[src/rtl/mips_multicycle.sv]
// mips_multicycle: multicycle MIPS subset core (FETCH/DECODE/EXEC/MEM/WB/HALT)
// with request/ack instruction and data memory ports and a 32x32 register file.
module mips_multicycle #(
  parameter logic [31:0] PC_INIT = 32'h0000_0000,
  parameter logic [31:0] SP_INIT = 32'h0000_0000,
  parameter logic [31:0] RA_INIT = 32'h0000_0000
) (
  input  logic        clk,
  input  logic        reset,
  output logic        imem_req,
  output logic [31:0] imem_addr,
  input  logic        imem_ack,
  input  logic [31:0] imem_rdata,
  output logic        dmem_req,
  output logic        dmem_we,
  output logic [31:0] dmem_addr,
  output logic [31:0] dmem_wdata,
  input  logic        dmem_ack,
  input  logic [31:0] dmem_rdata,
  output logic        retire,
  output logic        halted
);

  typedef enum logic [2:0] {FETCH, DECODE, EXEC, MEM, WB, HALT} state_t;

  localparam logic [5:0] OP_SPECIAL = 6'b000000;
  localparam logic [5:0] OP_ADDIU   = 6'b001001;
  localparam logic [5:0] OP_LUI     = 6'b001111;
  localparam logic [5:0] OP_BEQ     = 6'b000100;
  localparam logic [5:0] OP_BNE     = 6'b000101;
  localparam logic [5:0] OP_LW      = 6'b100011;
  localparam logic [5:0] OP_SW      = 6'b101011;
  localparam logic [5:0] FN_NOP     = 6'b000000;
  localparam logic [5:0] FN_JR      = 6'b001000;
  localparam logic [5:0] FN_ADDU    = 6'b100001;
  localparam logic [5:0] FN_SUBU    = 6'b100011;

  state_t      r_state;
  state_t      w_state_next;
  logic [31:0] r_pc;
  logic [31:0] r_ir;
  logic [31:0] r_a;
  logic [31:0] r_b;
  logic [31:0] r_res;
  logic [31:0] r_rf [32];
  logic        r_imem_req;
  logic        r_dmem_req;
  logic        r_dmem_we;
  logic [31:0] r_dmem_addr;
  logic [31:0] r_dmem_wdata;
  logic        r_retire;
  logic        r_halted;

  // Instruction fields
  logic [5:0]  w_op;
  logic [5:0]  w_funct;
  logic [4:0]  w_rs;
  logic [4:0]  w_rt;
  logic [4:0]  w_rd;
  logic [15:0] w_imm;
  logic [31:0] w_simm;
  logic        w_unused_shamt;

  assign w_op           = r_ir[31:26];
  assign w_rs           = r_ir[25:21];
  assign w_rt           = r_ir[20:16];
  assign w_rd           = r_ir[15:11];
  assign w_funct        = r_ir[5:0];
  assign w_imm          = r_ir[15:0];
  assign w_simm         = {{16{w_imm[15]}}, w_imm};
  assign w_unused_shamt = ^r_ir[10:6];

  // Decoded instruction class
  logic w_special, w_nop, w_jr, w_addu, w_subu;
  logic w_addiu, w_lui, w_beq, w_bne, w_lw, w_sw;
  logic w_legal, w_is_mem, w_is_wb;
  logic [4:0] w_dest;

  assign w_special = (w_op == OP_SPECIAL);
  assign w_nop     = w_special && (w_funct == FN_NOP);
  assign w_jr      = w_special && (w_funct == FN_JR);
  assign w_addu    = w_special && (w_funct == FN_ADDU);
  assign w_subu    = w_special && (w_funct == FN_SUBU);
  assign w_addiu   = (w_op == OP_ADDIU);
  assign w_lui     = (w_op == OP_LUI);
  assign w_beq     = (w_op == OP_BEQ);
  assign w_bne     = (w_op == OP_BNE);
  assign w_lw      = (w_op == OP_LW);
  assign w_sw      = (w_op == OP_SW);
  assign w_legal   = w_nop | w_jr | w_addu | w_subu | w_addiu | w_lui |
                     w_beq | w_bne | w_lw | w_sw;
  assign w_is_mem  = w_lw | w_sw;
  assign w_is_wb   = w_addu | w_subu | w_addiu | w_lui;
  assign w_dest    = (w_addu | w_subu) ? w_rd : w_rt;

  // Handshakes only count while the matching request is actually raised,
  // so a stray ack after reset cannot advance the machine.
  logic w_iack;
  logic w_dack;
  assign w_iack = imem_ack && r_imem_req;
  assign w_dack = dmem_ack && r_dmem_req;

  // Execute-stage arithmetic: ALU result or effective address, branch target
  logic [31:0] w_alu;
  logic [31:0] w_pc4;
  logic [31:0] w_br_tgt;
  logic        w_taken;
  logic        w_misaligned;

  assign w_pc4        = r_pc + 32'd4;
  assign w_br_tgt     = w_pc4 + (w_simm << 2);
  assign w_taken      = (w_beq && (r_a == r_b)) || (w_bne && (r_a != r_b));
  assign w_misaligned = (w_alu[1:0] != 2'b00);

  // ALU: ADDIU/LW/SW share the sign-extended add
  always_comb begin
    w_alu = r_a + w_simm;
    if (w_addu)     w_alu = r_a + r_b;
    else if (w_subu) w_alu = r_a - r_b;
    else if (w_lui)  w_alu = {w_imm, 16'h0000};
  end

  // FSM state register
  always_ff @(posedge clk) begin
    if (reset) r_state <= FETCH;
    else       r_state <= w_state_next;
  end

  // FSM next-state logic
  always_comb begin
    w_state_next = r_state;
    case (r_state)
      FETCH:  if (w_iack) w_state_next = DECODE;
      DECODE: w_state_next = w_legal ? EXEC : HALT;
      EXEC: begin
        if (w_is_mem)     w_state_next = w_misaligned ? HALT : MEM;
        else if (w_is_wb) w_state_next = WB;
        else              w_state_next = FETCH;
      end
      MEM:    if (w_dack) w_state_next = w_lw ? WB : FETCH;
      WB:     w_state_next = FETCH;
      HALT:   w_state_next = HALT;
      default: w_state_next = FETCH;
    endcase
  end

  // Control registers: PC, memory requests, retire/halt flags
  always_ff @(posedge clk) begin
    if (reset) begin
      r_pc         <= PC_INIT;
      r_imem_req   <= 1'b0;
      r_dmem_req   <= 1'b0;
      r_dmem_we    <= 1'b0;
      r_dmem_addr  <= '0;
      r_dmem_wdata <= '0;
      r_retire     <= 1'b0;
      r_halted     <= 1'b0;
    end else begin
      r_imem_req <= (w_state_next == FETCH);
      r_retire   <= (w_state_next == FETCH) && (r_state != FETCH);
      r_halted   <= r_halted | (w_state_next == HALT);
      if (r_state == EXEC && w_state_next == FETCH) begin
        if (w_jr)         r_pc <= r_a;
        else if (w_taken) r_pc <= w_br_tgt;
        else              r_pc <= w_pc4;
      end else if ((r_state == WB || r_state == MEM) && w_state_next == FETCH) begin
        r_pc <= w_pc4;
      end
      if (r_state == EXEC && w_state_next == MEM) begin
        r_dmem_req   <= 1'b1;
        r_dmem_we    <= w_sw;
        r_dmem_addr  <= w_alu;
        r_dmem_wdata <= r_b;
      end else if (r_state == MEM && w_dack) begin
        r_dmem_req <= 1'b0;
        r_dmem_we  <= 1'b0;
      end
    end
  end

  // Datapath registers: instruction, operands, result / load data
  always_ff @(posedge clk) begin
    if (r_state == FETCH && w_iack) r_ir <= imem_rdata;
    if (r_state == DECODE) begin
      r_a <= (w_rs == 5'd0) ? 32'd0 : r_rf[w_rs];
      r_b <= (w_rt == 5'd0) ? 32'd0 : r_rf[w_rt];
    end
    if (r_state == EXEC)                  r_res <= w_alu;
    else if (r_state == MEM && w_dack && w_lw) r_res <= dmem_rdata;
  end

  // Register file: reset image with SP/RA preset, write-back discards r0
  always_ff @(posedge clk) begin
    if (reset) begin
      for (int i = 0; i < 32; i++)
        r_rf[i] <= (i == 29) ? SP_INIT : ((i == 31) ? RA_INIT : 32'd0);
    end else if (r_state == WB && w_dest != 5'd0) begin
      r_rf[w_dest] <= r_res;
    end
  end

  assign imem_req   = r_imem_req;
  assign imem_addr  = r_pc;
  assign dmem_req   = r_dmem_req;
  assign dmem_we    = r_dmem_we;
  assign dmem_addr  = r_dmem_addr;
  assign dmem_wdata = r_dmem_wdata;
  assign retire     = r_retire;
  assign halted     = r_halted;

endmodule

[config.mk]
export PLATFORM = sky130hd
export DESIGN_NAME = mips_multicycle
export DESIGN_NICKNAME = d
export VERILOG_FILES = /design/src/rtl/mips_multicycle.sv
export SDC_FILE = /design/constraint.sdc
export NUM_CORES = 2
export LEC_CHECK = 0
export BUFFER_PORTS_ARGS = -buffer_cell sky130_fd_sc_hd__buf_4
export CAP_MARGIN = 20
export CELL_PAD_IN_SITES_DETAIL_PLACEMENT = 1
export CELL_PAD_IN_SITES_GLOBAL_PLACEMENT = 2
export CORE_MARGIN = 3
export CORE_UTILIZATION = 50
export CTS_BUF_LIST = sky130_fd_sc_hd__clkbuf_8
export DETAILED_ROUTE_END_ITERATION = 8
export PLACE_DENSITY = 0.91
export SKIP_CTS_REPAIR_TIMING = 1
export SYNTH_ARGS = -nofsm -noshare
export SYNTH_HDL_FRONTEND = slang
export SYNTH_SLANG_ARGS = --single-unit
export TNS_END_PERCENT = 30
[constraint.sdc]
create_clock -name clk -period 7.65 [get_ports clk]
set_input_delay 0 -clock clk [delete_from_list [all_inputs] [get_ports clk]]
set_output_delay 0 -clock clk [all_outputs]
set_load 0.01 [all_outputs]
# ---- After elaboration in Yosys (flattened, before gate mapping)
# Memory sizes are Yosys's and may differ from the RTL's. A register that Yosys moved wholly into a read port is not among the register bits.
# Index checks and enable logic that the tools add are counted.
dict set report word_totals {
  ram_bits 1024
  output_inout_bits 101
  wordCells 109
  input_bits 68
  mem_count 1
  regBits 168
}
# memory depth width rd rd_clocked_by_memory_dff wr line
set memory_table {}
lappend memory_table {r_rf 32 32 2 2 32 45} ;# logic [31:0] r_rf [32];
dict set report op_classes {
  bitwise 14
  eq_ne 18
  reduce_logical 31
  mux 29
  addsub 5
}
# cell n
set op_table {}
lappend op_table {{$mux 32} 10}
lappend op_table {{$add 32x32->32} 3}
lappend op_table {{$add 32x3->32 const B} 1}
lappend op_table {{$eq 32x32->1} 1}
lappend op_table {{$ne 32x32->1} 1}
lappend op_table {{$reduce_or 32->1} 1}
lappend op_table {{$sub 32x32->32} 1}
lappend op_table {{$eq 6x6->1 const B} 4}
lappend op_table {{$mux 3} 7}
lappend op_table {{$eq 6x4->1 const B} 3}
lappend op_table {{$logic_and 1x1->1} 16}
lappend op_table {{$pmux 3 s5} 1}
lappend op_table {{$or 1x1->1} 14}
lappend op_table {{$eq 6x3->1 const B} 2}
lappend op_table {{$logic_not 6->1} 2}
lappend op_table {{$logic_not 5->1} 2}
lappend op_table {{$mux 5} 2}
lappend op_table {{$eq 3x2->1 const B} 3}
lappend op_table {{$eq 3x3->1 const B} 3}
lappend op_table {{$mux 1} 9}
lappend op_table {{$reduce_bool 2->1} 4}
lappend op_table {{$logic_not 3->1} 2}
lappend op_table {{$reduce_bool 5->1} 1}
lappend op_table {{$eq 3x1->1 const B} 1}
lappend op_table {{other kinds (2)} 3}

# ---- Depth between registers and ports, before layout
dict set report depth {
  ltp_word 17
  ltp_mapped 18
  depth_no_buf 17
}

# ---- Worst setup path after synthesis
# Ideal clock, no wire load.
dict set report synth_timing {
  path_kind {reg-to-reg}
  from {register r_ir[15]}
  to {memory r_rf[28][0], enable pin}
  path_buffers 1
  period_less_slack_ns 4.859
  stages_incl_launch_ff 8
  arrival_time_ns 4.393
  path_slack_ns 2.791
  path_cell_list {edfxtp_1 -> nor3_1 -> a31oi_1 -> nand2b_2 -> o2111a_1 -> nand2b_1 -> buf_4 -> o21ai_0}
}
# element line
set synth_lines {}
lappend synth_lines {{from (decl)} 41} ;# logic [31:0] r_ir;
lappend synth_lines {{from (signal assigned)} 183} ;# if (r_state == FETCH && w_iack) r_ir <= imem_rdata;
lappend synth_lines {{to (decl)} 45}

==> flow_metrics.tcl <==
set metrics [dict create \
    syn_avg_cell_area_um2 13.0 \
    grt_pass1_wl_um 389000 \
    cts.sinks 1256 \
    hold_class "in2reg" \
    fmax_mhz 205 \
    crit_path_max_fanout 23 \
    numCtsBuffers 209 \
    yosys_warnings 0 \
    fin_worst_skew_ns 0.0803 \
    fin_ws_ns 2.78 \
    synthArstFlopShare_pct 0 \
    grt_pass1_vias 53400 \
    r2r_slack_ns 2.78 \
    final_cell_mix "edfxtp_1 (1152), and2_1 (999), mux4_2 (520)" \
    ys_ff_latch 1256 \
    place.gp.congestion 0.986 \
    finalCriticalPeriod_ns 4.87 \
    clock_latency_ns 1.03 \
    cts_root_buffer "clkbuf_8" \
    whs_ns 0.107 \
    vias 52800 \
    grt_usage_pct 37.3 \
    worstPathRequired_ns 8.27 \
    cts_tree "yes" \
    synth_top_area_share_pct 48.9 \
    die_x_um 382 \
    timing.final.crit_share_pct 63.7 \
    dp_slack_ns 2.98 \
    vias_per_cell 6.88 \
    start_util_pct 50.5 \
    critical_path_class "reg2reg" \
    maxSlewViolCount 0 \
    wl_per_cell_um 36.2 \
    n_fill_cell 13700 \
    synth_area_leaders "edfxtp_1 (49%), mux4_2 (17%), and2_1 (8.8%)" \
    core_um2 140000 \
    ir_worst_vdd_v 0.000151 \
    synthCells 5428 \
    synth.largest_area_cell "edfxtp_1" \
    ios 169 \
    synth_edf_count 1152 \
    drc 0 \
    drive_above_1_share_pct 21.8 \
    antenna_found_initial 25 \
    ys_types 95 \
    grt_max_degree 120 \
    syn_area_um2 70700 \
    rows 137 \
    drt_iter0_drc 7424 \
    ys_seq_area_share_pct 51.9 \
    synth_top_flop_cell "edfxtp_1" \
    arrival_ns 5.49 \
    die-area_um2 146000 \
    final_hold_viol_count 0 \
    setup_violations 0 \
    outcome "complete, no violations" \
    max-slew-margin-rel_pct 6.13 \
    htree_levels 4 \
    layout_commonest_cell "edfxtp_1" \
    final_antenna_net_count 0 \
    worst_pin_slew_ns 1.41 \
    clock_path_buffers 3 \
    p_leak_nw 29.3 \
    rsz0062_at_grt "false" \
    cap_violations 0 \
    first_pass_iters 8 \
    tns_ns 0 \
    portBuffers 168 \
    grt_overflow_total 0 \
    end_kind "flip-flop" \
    drt-total-wl_um 278000 \
    path_clk_slew_ns 0.08 \
    syn_to_final_growth_pct 12.6 \
    die-height_um 382 \
    p_per_area_nw_per_um2 208 \
    fin_nets 5820 \
    hpwl_um 176000 \
    cp-start-kind "flip-flop" \
]
kinds of logic (layout without fill, tap and decap cells):
group	after synthesis	after routing	synth area share, %
compound gates	874	874	8.10
xor+xnor	104	104	1.29
fa+ha+maj	127	127	2.29
other cells	1	39	0.00531
buf+inv	583	920	3.19
simple gates	1781	1781	14.0
mux	702	702	19.2
flops	1256	1256	51.9
power breakdown:
| group | switching (mW) | internal, mW |
|---|---|---|
| sequential | 0.236 | 7.76 |
| combinational | 1.76 | 1.06 |
| clock | 3.01 | 2.77 |
per-stage QoR:
step	util [%]	cell area [um2]	power, mW	std cells
final	56.9	79600	16.6	7679
after global routing	56.9	79600	17.0	7674
after CTS	55.9	78200	16.4	7543
after detailed placement	53.2	74400	10.8	7161
after global placement	53.1	74200	10.7	7152
after floorplan	-	70800	9.69	5459
registers in the layout (all words and copies together), names as in the netlist:
signal      flops
r_rf         1024
dmem_addr      32
dmem_wdata     32
imem_addr      32
r_a            32
r_b            32
r_ir           32
r_res          32
r_state         3
dmem_req        1
dmem_we         1
halted          1
imem_req        1
retire          1
routing by layer:
| layer | routed length, um | vias up | global-route usage, % |
|---|---|---|---|
| met1 | 99800 | 27100 | 48.3 |
| li1 | - | 21100 | - |
| met2 | 126000 | 3832 | 56.4 |
| met4 | 18700 | 18 | 21.4 |
| met5 | 121 | - | 0 |
| met3 | 33400 | 847 | 10.6 |
final timing paths:
path,to,startpoint,cells after the start
max,r_rf[23][21],r_ir[29],8
min,r_res[30],dmem_rdata[30],4
max reg2reg,r_rf[23][21],r_ir[29],8
min reg2reg,dmem_wdata[22],dmem_wdata[22],2
final cells by class:
class                           count  area (um2)  area share [%]
Clock buffer                      218        3000            3.77
Clock inverter                    164         881            1.11
Timing Repair Buffer              454        3970            4.99
Sequential cell                  1256       36700            46.1
Inverter                           84         319           0.401
Antenna cell                        7        17.5          0.0220
Tap cell                         1876        2350            2.95
Multi-Input combinational cell   3620       32400            40.7
Yosys cell counts (38+ instances only):
library cell,instances
buf_1,66
o22ai_1,46
inv_1,83
mux2i_1,136
ha_1,123
and2_1,999
nand3_1,62
dfxtp_1,104
mux4_2,520
nand2b_1,41
a211oi_1,75
a221oi_1,38
nor2_1,183
mux2_2,45
o21ai_0,153
clkbuf_1,401
nand2_1,288
o211ai_1,46
o221ai_1,38
a21oi_1,238
edfxtp_1,1152
xnor2_1,71
nor3_1,62
a21o_1,44
worst max-delay path: stages, from the launching register on:
cell	delay, ns
edfxtp_1	0.54
nor4_2	0.54
nand3_2	0.43
mux2i_2	0.35
nand2b_2	0.38
o2111a_1	0.41
nand2_2	0.52
o21ai_4	0.65
buf_4	0.52
Note: power is estimated with default switching activity, not from simulation.
